$ cat src/rtl/axis_serdes_pkg.sv
// Shared 8b/10b framing symbols and framer state encoding.
// Used by the TX framer and the decoder-side deframer.
package axis_serdes_pkg;

  localparam logic [7:0] K28_5 = 8'hBC;
  localparam logic [7:0] K27_7 = 8'hFB;
  localparam logic [7:0] K29_7 = 8'hFD;
  localparam logic [7:0] K23_7 = 8'hF7;

  typedef enum logic [1:0] {
    IDLE = 2'd0,
    DATA = 2'd1,
    EOF  = 2'd2
  } state_e;

endpackage

$ cat src/rtl/axis_tx_framer.sv
// AXIS byte stream to 8b/10b symbol framer: SOF/data/EOF, idles, filler.
// Ports: clk, rst_n, s_axis_*, sym_req in; enc_en/kin/din, frame_active, underrun out.
module axis_tx_framer #(
  parameter int MIN_IDLE = 4
) (
  input  logic       clk,
  input  logic       rst_n,
  input  logic [7:0] s_axis_tdata,
  input  logic       s_axis_tvalid,
  input  logic       s_axis_tlast,
  output logic       s_axis_tready,
  input  logic       sym_req,
  output logic       enc_en,
  output logic       enc_kin,
  output logic [7:0] enc_din,
  output logic       frame_active,
  output logic       underrun
);

  import axis_serdes_pkg::*;

  localparam int CW =
    (MIN_IDLE > 0) ? $clog2(MIN_IDLE + 1) : 1;
  localparam logic [CW-1:0] MIN_V = CW'(MIN_IDLE);

  state_e          state_q, state_d;
  logic [CW-1:0]   idle_cnt_q, idle_cnt_d;
  logic            en_q, en_d;
  logic            kin_q, kin_d;
  logic [7:0]      din_q, din_d;
  logic            underrun_q, underrun_d;

  always_comb begin
    state_d    = state_q;
    idle_cnt_d = idle_cnt_q;
    en_d       = sym_req;
    kin_d      = kin_q;
    din_d      = din_q;
    underrun_d = 1'b0;
    if (sym_req) begin
      unique case (state_q)
        IDLE: begin
          if (idle_cnt_q >= MIN_V && s_axis_tvalid) begin
            kin_d   = 1'b1;
            din_d   = K27_7;
            state_d = DATA;
          end else begin
            kin_d = 1'b1;
            din_d = K28_5;
            if (idle_cnt_q < MIN_V)
              idle_cnt_d = idle_cnt_q + CW'(1);
          end
        end
        DATA: begin
          if (s_axis_tvalid) begin
            kin_d = 1'b0;
            din_d = s_axis_tdata;
            if (s_axis_tlast)
              state_d = EOF;
          end else begin
            kin_d      = 1'b1;
            din_d      = K23_7;
            underrun_d = 1'b1;
          end
        end
        EOF: begin
          kin_d      = 1'b1;
          din_d      = K29_7;
          idle_cnt_d = '0;
          state_d    = IDLE;
        end
        default: begin
          state_d = IDLE;
        end
      endcase
    end
  end

  always_ff @(posedge clk or negedge rst_n) begin
    if (!rst_n) begin
      state_q    <= IDLE;
      idle_cnt_q <= '0;
      en_q       <= 1'b0;
      kin_q      <= 1'b0;
      din_q      <= 8'h00;
      underrun_q <= 1'b0;
    end else begin
      state_q    <= state_d;
      idle_cnt_q <= idle_cnt_d;
      en_q       <= en_d;
      kin_q      <= kin_d;
      din_q      <= din_d;
      underrun_q <= underrun_d;
    end
  end

  assign s_axis_tready = sym_req & (state_q == DATA);
  assign enc_en        = en_q;
  assign enc_kin       = kin_q;
  assign enc_din       = din_q;
  assign underrun      = underrun_q;
  assign frame_active  = (state_q == DATA) | (state_q == EOF);

endmodule

$ cat config.mk
export PLATFORM = sky130hd
export DESIGN_NAME = axis_tx_framer
export DESIGN_NICKNAME = d
export VERILOG_FILES = /design/src/rtl/axis_serdes_pkg.sv /design/src/rtl/axis_tx_framer.sv
export SDC_FILE = /design/constraint.sdc
export NUM_CORES = 1
export LEC_CHECK = 0
export ABC_AREA = 1
export ABC_CLOCK_PERIOD_IN_PS = 3300
export BUFFER_PORTS_ARGS = -buffer_cell sky130_fd_sc_hd__buf_4
export CELL_PAD_IN_SITES_DETAIL_PLACEMENT = 1
export CELL_PAD_IN_SITES_GLOBAL_PLACEMENT = 1
export CORE_ASPECT_RATIO = 0.8
export CORE_MARGIN = 10
export CORE_UTILIZATION = 38
export DETAILED_ROUTE_END_ITERATION = 8
export HOLD_SLACK_MARGIN = 0.06
export PLACE_DENSITY = 0.86
export SLEW_MARGIN = 20
export SYNTH_ARGS = -nofsm -noshare
export SYNTH_HDL_FRONTEND = slang
export SYNTH_SLANG_ARGS = --single-unit
export TNS_END_PERCENT = 50
$ cat constraint.sdc
create_clock -name clk -period 3.3 [get_ports clk]
set_input_delay 0.495 -clock clk [delete_from_list [all_inputs] [get_ports clk]]
set_output_delay 0.495 -clock clk [all_outputs]
set_load 0.05 [all_outputs]
==> metrics.md, run 1 <==
| Metric | Value |
|---|---|
| Layout area overhead | `28.76%` |
| Yosys reg bits | `16` |
| Die Height | `62.91 um` |
| Hold Crit Depth | `1` |
| First-pass DRT Iterations | `2` |
| Final setup viols | `0` |
| DP HPWL | `around 2000 um` |
| Minimum clock period | `~1.9 ns` |
| CTS Buf Count | `3` |
| Total GRT Usage | `0.1153` |
| Die area | `4632 um2` |
| TNS Setup | `0 ns` |
| Reg clk slew, reported paths | `roughly 0.090 ns` |
| Final net count | `162` |
| Endpoint, Worst Hold | `enc_en` |
| Port Buffers | `25` |
| DRT Wirelength | `2476 um` |
| Final Slew Violations | `0` |
| Rel. slew slack | `0.8164` |
| Worst reg2reg path depth | `7` |
| Max Cap Viol | `0` |
| PwrDens | `1032 nW/um2` |
| Grt peak-use layer | `met2` |
| Met1 Track Usage GR | `0.1360` |
| WP data arrival | `between 1 and 1.5 ns` |
| Clock skew | `0.002404 ns` |
| CTS Sinks | `16` |
| Top Ports | `26` |
| Largest net degree at the start of global routing | `17` |
| Share of cells above drive strength 1 | `0.2714` |
| Max FO, Critical Path | `6` |
| Fill cells | `approximately 280` |
| Worst EP required | `between 2 and 3 ns` |
| Tcrit/Tclk final | `0.5762` |
| H-tree levels | `1` |
| Initial Utilization | `0.4017` |
| Tightest Pin Transition | `0.2754 ns` |
| CTS tree | `done` |
| Diode count | `0` |
| Clock root buffer | `clkbuf_4` |
| Met3 Use GR | `0.04921` |
| Core area | `approximately 2200 um2` |
| Maximum VDD drop | `~520 uV` |
| Leak pwr | `about 0.00061 uW` |
| Initial DRC Count | `15` |
| Register area | `around 400 um2` |
| WL per Instance | `~15 um` |
| Cells after Synth | `between 100 and 150` |
| Worst R2R Setup Slack | `around 1.8 ns` |
| Synth Net Count | `roughly 130` |
| Clock buffer depth | `2` |
| Mux share of post-synthesis cell area | `0` |
| Most common cell after layout, fill and taps aside | `nand2_1` |
| Crit Path Category | `reg2out` |
| HP Class | `in2reg` |
| Worst setup EP type | `primary output` |
| Routed Antenna Nets | `0` |
| Initial antenna violation count | `0` |
| Most frequent cells in the layout | `nand2_1, buf_4, dfrtp_1, inv_1, nor2_1` |
| Max Fclk | `approximately 530 MHz` |
| Worst-Skew Late Latency | `0.29 ns` |
| Syn Area/Cell | `a little under 8 um2` |
| Drt via density | `4.818` |
| Simple-gate portion of the synthesized area | `0.2604` |
| Startpoint types | `flip-flop` |
| Outcome | `finished, final reports clean` |
| Final GP Congestion | `approximately 0.84` |
| DRC | `0` |
| Synth Area in Adders | `0.1001` |
| Synth Area in Compound Gates | `0.1087` |
| Total Power | `between 1000 and 1500 uW` |
| Vias in the first global route | `874` |
| Main combinational cell family by area after synthesis | `simple AND/OR/NAND/NOR gates` |
| Placed cell count | `between 150 and 200` |
| Cell area after synthesis | `~870 um2` |
| Hold Startpoint | `sym_req` |
| Reg2reg end | `enc_din[3]` |
| Congestion Overflow GR | `0` |
| Via count | `approximately 800` |
| First-pass GRT wire length | `between 4000 and 5000 um` |
| Num rows | `15` |
| Met2 usage | `0.1851` |
| Final hold violations | `0` |
| Fraction of the yosys area taken by sequential cells | `0.4578` |
| Xor and xnor area share after synthesis | `0` |
| Synth warn | `0` |
| RSZ-0062 raised after global routing | `false` |
| Setup Fix Bufs, Post-CTS | `0` |
| Cell Count, Final, Fillers Out | `165` |
| Area of the multi-input gates | `just over 400 um2` |
| Netlist cell types | `15` |
| Worst flop-to-flop path startpoint | `state_q[0]` |
| Die width | `about 74 um` |
[where the power goes]
part           switching, uW  internal, uW
clock network           62.9          42.5
logic                    503           222
registers               54.2           277
total                    621           542
[Yosys cell counts (all sizes together)]
cell,n,share of area
or2,1,0.0072
o21ai,10,0.057
nand2,32,0.15
nand3,3,0.017
nor2,17,0.084
ha,7,0.10
o21bai,2,0.017
dfrtp,16,0.46
a21oi,6,0.034
inv,17,0.073
[metrics by stage]
stage | area [um2] | utilization | worst slack (ns) | hold WS (ns)
5_1_grt | 1126 | 0.5172 | 1.265 | 0.3560
3_5_place_dp | 1094 | 0.5023 | 1.715 | 0.3721
4_1_cts | 1126 | 0.5172 | 1.380 | 0.3620
2_1_floorplan | 874.6 | - | 1.646 | 0.1994
3_3_place_gp | 1094 | 0.5023 | 1.751 | 0.3655
6_report | 1126 | 0.5172 | 1.399 | 0.3680
[logic make-up (layout without fill, tap and decap cells)]
logic type / count (synthesis) / after routing
compound gates: 18 / 18
flops: 16 / 16
simple gates: 53 / 53
buf+inv: 17 / 46
fa+ha+maj: 7 / 7
[worst max-delay path, cell delays in order, from the launching register on]
cell	delay (ns)
dfrtp_1	0.40
inv_1	0.11
ha_1	0.38
buf_4	0.23
[worst max path at each step]
stage | from | end | slack (ns) | depth (start not counted)
final | state_q[0] | frame_active | 1.40 | 3
after global routing | state_q[1] | frame_active | 1.26 | 3
after detailed placement | state_q[1] | frame_active | 1.71 | 3
after global placement | state_q[0] | frame_active | 1.75 | 3
after CTS | state_q[1] | frame_active | 1.38 | 3
after floorplan | state_q[0] | enc_din[3] | 1.65 | 7
[layer usage]
layer / part of all wire / vias to the layer above
li1: - / 399
met1: 0.46 / 369
met2: 0.45 / 21
met3: 0.076 / 6
met4: 0.010 / 0
met5: 0 / -
[flip-flops by register name, indices dropped and copies added (netlist names)]
signal,flops
enc_din,8
idle_cnt_q,3
state_q,2
enc_en,1
enc_kin,1
underrun,1
[layout make-up]
cell class,count,share of cell area
Inverter,17,0.05667
Tap cell,25,0.02778
Sequential cell,16,0.3556
Multi-Input combinational cell,78,0.3644
Timing Repair Buffer,26,0.1756
Clock buffer,3,0.02000
[what timing repair did]
item / in CTS / in global routing
hold buffers: 1 / 0
gates resized for setup: 0 / 0
endpoints found under the hold margin: 16 / 0
No activity file was read; power rests on OpenSTA's default activity.
==> run 2, diff against run 1 <==
ABC_CLOCK_PERIOD_IN_PS = 1700   (was 3300)
CORE_UTILIZATION = 32   (was 38)
PLACE_DENSITY = 0.77   (was 0.86)
clock period = 1.7 ns   (was 3.3 ns; I/O delays follow)
==> metrics.md, run 2 (synthesis results as in run 1) <==
| Metric | Value |
|---|---|
| Outcome | `finished, final reports clean` |
| Worst flop-to-flop path startpoint | `state_q[0]` |
| Critical path startpoint | `state_q[1]` |
| TNS Setup | `0 ns` |
| Initial antenna violation count | `0` |
| Share of cells above drive strength 1 | `0.2958` |
| Combinational Power Share | `0.619` |
| RSZ-0062 raised after global routing | `true` |
| Vias in the first global route | `roughly 830` |
| Hold_ws | `between 0.1 and 0.15 ns` |
| Final setup viols | `0` |
| First-pass GRT wire length | `between 4000 and 5000 um` |
| Worst R2R Setup Slack | `roughly 0.20 ns` |
| Crit Path Category | `reg2out` |
| Die Height | `~67 um` |
| Final GP Congestion | `between 0.8 and 0.9` |
| Startpoint types | `flip-flop` |
| Leak pwr | `0.0006228 uW` |
| Clock network power share | `0.112` |
| DRT Wirelength | `~2400 um` |
| Most common cell after layout, fill and taps aside | `nand2_1` |
| Most frequent cells in the layout | `nand2_1, buf_4, dfrtp_1, nor2_1, inv_1` |
| Total GRT Usage | `0.09734` |
| Clock buffer depth | `2` |
| CTS tree | `done` |
| DP HPWL | `1911 um` |
| Hold Startpoint | `sym_req` |
| Worst-Skew Late Latency | `0.30 ns` |
| H-tree levels | `1` |
| Clock root buffer | `clkbuf_4` |
| Worst EP required | `1.44 ns` |
| Max FO, Critical Path | `5` |
| Maximum VDD drop | `around 750 uV` |
| Largest register FFs | `8` |
| Initial DRC Count | `34` |
| Congestion Overflow GR | `0` |
| Minimum clock period | `1.606 ns` |
| Max Cap Viol | `0` |
| Drt via density | `approximately 4.5` |
| Final Slew Violations | `0` |
| Rel. slew slack | `0.8217` |
| Internal | `1163 uW` |
| CTS Buf Count | `3` |
| Cell Count, Final, Fillers Out | `between 150 and 200` |
| Final setup margin | `0.09441 ns` |
| Via count | `~810` |
| Routed Antenna Nets | `0` |
| PwrDens | `about 2000 nW/um2` |
| Final net count | `163` |
| Initial Utilization | `0.3467` |
| Tightest Pin Transition | `0.2674 ns` |
| WL per Instance | `13.67 um` |
| Sw frac | `0.5132` |
| Largest net degree at the start of global routing | `17` |
| Die area | `5237 um2` |
| Port Buffers | `25` |
| Top Ports | `26` |
| Sequential share of power | `0.269` |
| Die width | `around 80 um` |
| Diode count | `0` |
| Hold Crit Depth | `1` |
| Core area | `around 2500 um2` |
| Worst slack, placed | `0.2028 ns` |
| Worst setup EP type | `primary output` |
| First-pass DRT Iterations | `4` |
| Psw | `1226 uW` |
| WP data arrival | `1.35 ns` |
| Placed cell count | `between 150 and 200` |
| Reg clk slew, reported paths | `roughly 0.1 ns` |
| Max Fclk | `a little over 600 MHz` |
| Worst reg2reg path depth | `7` |
| HP Class | `in2reg` |
| Final hold violations | `0` |
| Layout area overhead | `35.05%` |
| Clock skew | `~0.0053 ns` |
| DRC | `0` |
| Tcrit/Tclk final | `0.9445` |
| Num rows | `16` |
| CTS Sinks | `16` |
==> run 2: repair_timing <==
| item | in CTS | in global routing |
|---|---|---|
| gates cloned | 0 | 0 |
| resized for setup | 2 | 3 |
| buffers inserted | 0 | 1 |
| hold buffers | 1 | 0 |
| endpoints found under the setup margin | 1 | 2 |
| hold endpoints to repair | 16 | 0 |
==> run 2: routing by layer <==
metal  routed length [um]  part of all wire  up-vias  global-route usage
met5                    0                 0        -                   0
met4                   37             0.015        0             0.04241
met3                  149             0.061        4             0.03753
met2                 1109              0.46       24              0.1506
met1                 1136              0.47      374              0.1180
li1                     -                 -      405                   -
==> run 2: worst paths after layout <==
path,end
max,s_axis_tready
min,enc_en
max reg2reg,idle_cnt_q[2]
min reg2reg,enc_kin
max in group asynchronous,idle_cnt_q[1]
min in group asynchronous,enc_din[4]
==> run 2: power by group through the flow <==
stage | Combinational, uW | Clock (uW) | Sequential [uW]
after floorplan | 651 | 0 | 989
after global placement | 1380 | 0 | 642
after detailed placement | 1400 | 0 | 651
after CTS | 1440 | 275 | 642
after global routing | 1630 | 292 | 671
final | 1480 | 268 | 642
==> run 2: per-stage QoR <==
stage | utilization | instance area, um2 | total power [uW]
floorplan | - | 874.6 | 1640
global placement | 0.4390 | 1107 | 2022
detailed placement | 0.4390 | 1107 | 2053
CTS | 0.4598 | 1160 | 2353
global route | 0.4683 | 1181 | 2592
finish | 0.4683 | 1181 | 2388
==> run 2: final cells by class <==
cell class                      instances  area [um2]
Clock buffer                            4       36.28
Timing Repair Buffer                   27       212.7
Tap cell                               36       45.04
Fill cell                             323        1341
Sequential cell                        16       400.4
Inverter                               17       63.81
Multi-Input combinational cell         78       422.9
==> run 2: critical path, stage by stage, from the launching register on <==
cell and delay, ns:
dfrtp_1 0.43, inv_2 0.12, ha_1 0.20, nand2_1 0.08, inv_1 0.07, buf_6 0.15
==> run 3, diff against run 2 <==
PLACE_DENSITY = default   (was 0.77)
PLACE_DENSITY_LB_ADDON = 0.2   (was default)
==> metrics.md, run 3 (synthesis results as in run 1) <==
| Metric | Value |
|---|---|
| Outcome | `finished, final reports clean` |
| Total Power | `~2400 uW` |
| Port Buffers | `25` |
| Final net count | `about 160` |
| Max Cap Viol | `0` |
| Most common cell after layout, fill and taps aside | `nand2_1` |
| Worst-Skew Late Latency | `between 0.2 and 0.3 ns` |
| RSZ-0062 raised after global routing | `true` |
| Clock network power share | `0.111` |
| Maximum VDD drop | `slightly above 800 uV` |
| Leak pwr | `roughly 0.00063 uW` |
| Core area | `approximately 2500 um2` |
| Reg clk slew, reported paths | `~0.10 ns` |
| WL per Instance | `between 10 and 15 um` |
| Sequential share of power | `0.274` |
| Psw | `~1200 uW` |
| Final Slew Violations | `0` |
| Top Ports | `26` |
| Final setup viols | `0` |
| Register area | `400.4 um2` |
| First-pass GRT wire length | `about 4000 um` |
| Layout area overhead | `34.34%` |
| WP data arrival | `between 1 and 1.5 ns` |
| Vias in the first global route | `between 800 and 900` |
| Hold Crit Depth | `1` |
| Via count | `roughly 800` |
| CTS Sinks | `16` |
| Die width | `between 70 and 80 um` |
| Die area | `between 5000 and 6000 um2` |
| Initial antenna violation count | `0` |
| Combinational Power Share | `0.615` |
| Worst reg2reg path depth | `8` |
| DP HPWL | `about 1900 um` |
| Sw frac | `0.5164` |
| DRT Wirelength | `about 2400 um` |
| Crit-path slowest cell | `dfrtp_1` |
| DRC | `0` |
| Largest register FFs | `8` |
| Die Height | `around 67 um` |
| Clock buffer depth | `2` |
| H-tree levels | `1` |
| Tcrit/Tclk final | `0.9541` |
| HP Class | `in2reg` |
| Worst setup EP type | `primary output` |
| Rel. slew slack | `0.8099` |
| Max FO, Critical Path | `6` |
| Initial DRC Count | `19` |
| Max Fclk | `approximately 620 MHz` |
| Crit Path Category | `reg2out` |
| Total GRT Usage | `0.09419` |
| Num rows | `16` |
| Internal | `1141 uW` |
| Congestion Overflow GR | `0` |
| Clock skew | `roughly 0.0015 ns` |
| Hold_ws | `0.1262 ns` |
| Drt via density | `between 4 and 5` |
| Initial Utilization | `0.3467` |
| Final hold violations | `0` |
| Share of cells above drive strength 1 | `0.3007` |
| Fill cells | `about 340` |
| Slowest Stage Delay on Critical Path | `0.41 ns` |
| PwrDens | `between 2000 and 2500 nW/um2` |
| CTS Buf Count | `3` |
| Final GP Congestion | `about 0.75` |
| Area of the multi-input gates | `412.9 um2` |
| Most frequent cells in the layout | `nand2_1, buf_4, dfrtp_1, nor2_1, inv_1` |
| CP cell instances | `inv_1, ha_2, buf_6` |
| Clock root buffer | `clkbuf_4` |
| Worst R2R Setup Slack | `about 0.2 ns` |
| First-pass DRT Iterations | `3` |
| Startpoint types | `flip-flop` |
| Tightest Pin Transition | `around 0.29 ns` |
| Routed Antenna Nets | `0` |
| Diode count | `0` |
| Worst EP required | `about 1.4 ns` |
| Largest net degree at the start of global routing | `17` |
| Minimum clock period | `~1.6 ns` |
| CTS tree | `done` |
-- run 3: worst paths after layout --
check	start	end
worst max-delay path	state_q[0]	frame_active
worst min-delay path	sym_req	enc_en
worst max register to register	state_q[1]	enc_din[3]
worst min register to register	enc_kin	enc_kin
max in group asynchronous	rst_n	enc_din[0]
min in group asynchronous	rst_n	enc_en
-- run 3: power by group through the flow --
stage / Sequential [uW] / Combinational [uW] / Clock, uW
finish: 647 / 1450 / 261
detailed placement: 653 / 1410 / 0
CTS: 648 / 1430 / 274
global route: 666 / 1600 / 289
floorplan: 989 / 651 / 0
global placement: 646 / 1380 / 0
-- run 3: critical path, delay by kind of cell, from the launching register on --
kind | cells | cell delay, ns
fa+ha+maj | 1 | 0.39
buf+inv | 2 | 0.27
flops | 1 | 0.41
-- run 3: per-stage QoR --
stage	utilization	setup WS (ns)	setup TNS, ns	instance area (um2)	std cells
after CTS	0.4588	0.02315	0	1157	177
after global routing	0.4658	-0.005355	-0.005355	1175	179
after global placement	0.4390	0.2631	0	1107	172
after floorplan	-	0.04566	0	874.6	111
after detailed placement	0.4390	0.1846	0	1107	172
final	0.4658	0.07808	0	1175	179
-- run 3: timing repair --
item | 4_1_cts | 5_1_grt
hold endpoints to repair | 16 | 0
gates resized for setup | 1 | 2
setup endpoints to repair | 1 | 3
setup buffers | 0 | 2
hold buffers | 1 | 0
pin swaps | 0 | 0
-- run 3: metal layers --
metal,up-vias,GRT usage,wire [um]
li1,404,-,-
met1,381,0.1170,1121
met2,17,0.1537,1157
met3,0,0.04155,163
met4,0,0.006696,0
met5,-,0,0
-- run 3: layout make-up --
class / instances / area share
Inverter: 17 / 0.05431
Tap cell: 36 / 0.03834
Sequential cell: 16 / 0.3408
Timing Repair Buffer: 28 / 0.1842
Clock buffer: 4 / 0.03088
Multi-Input combinational cell: 78 / 0.3514
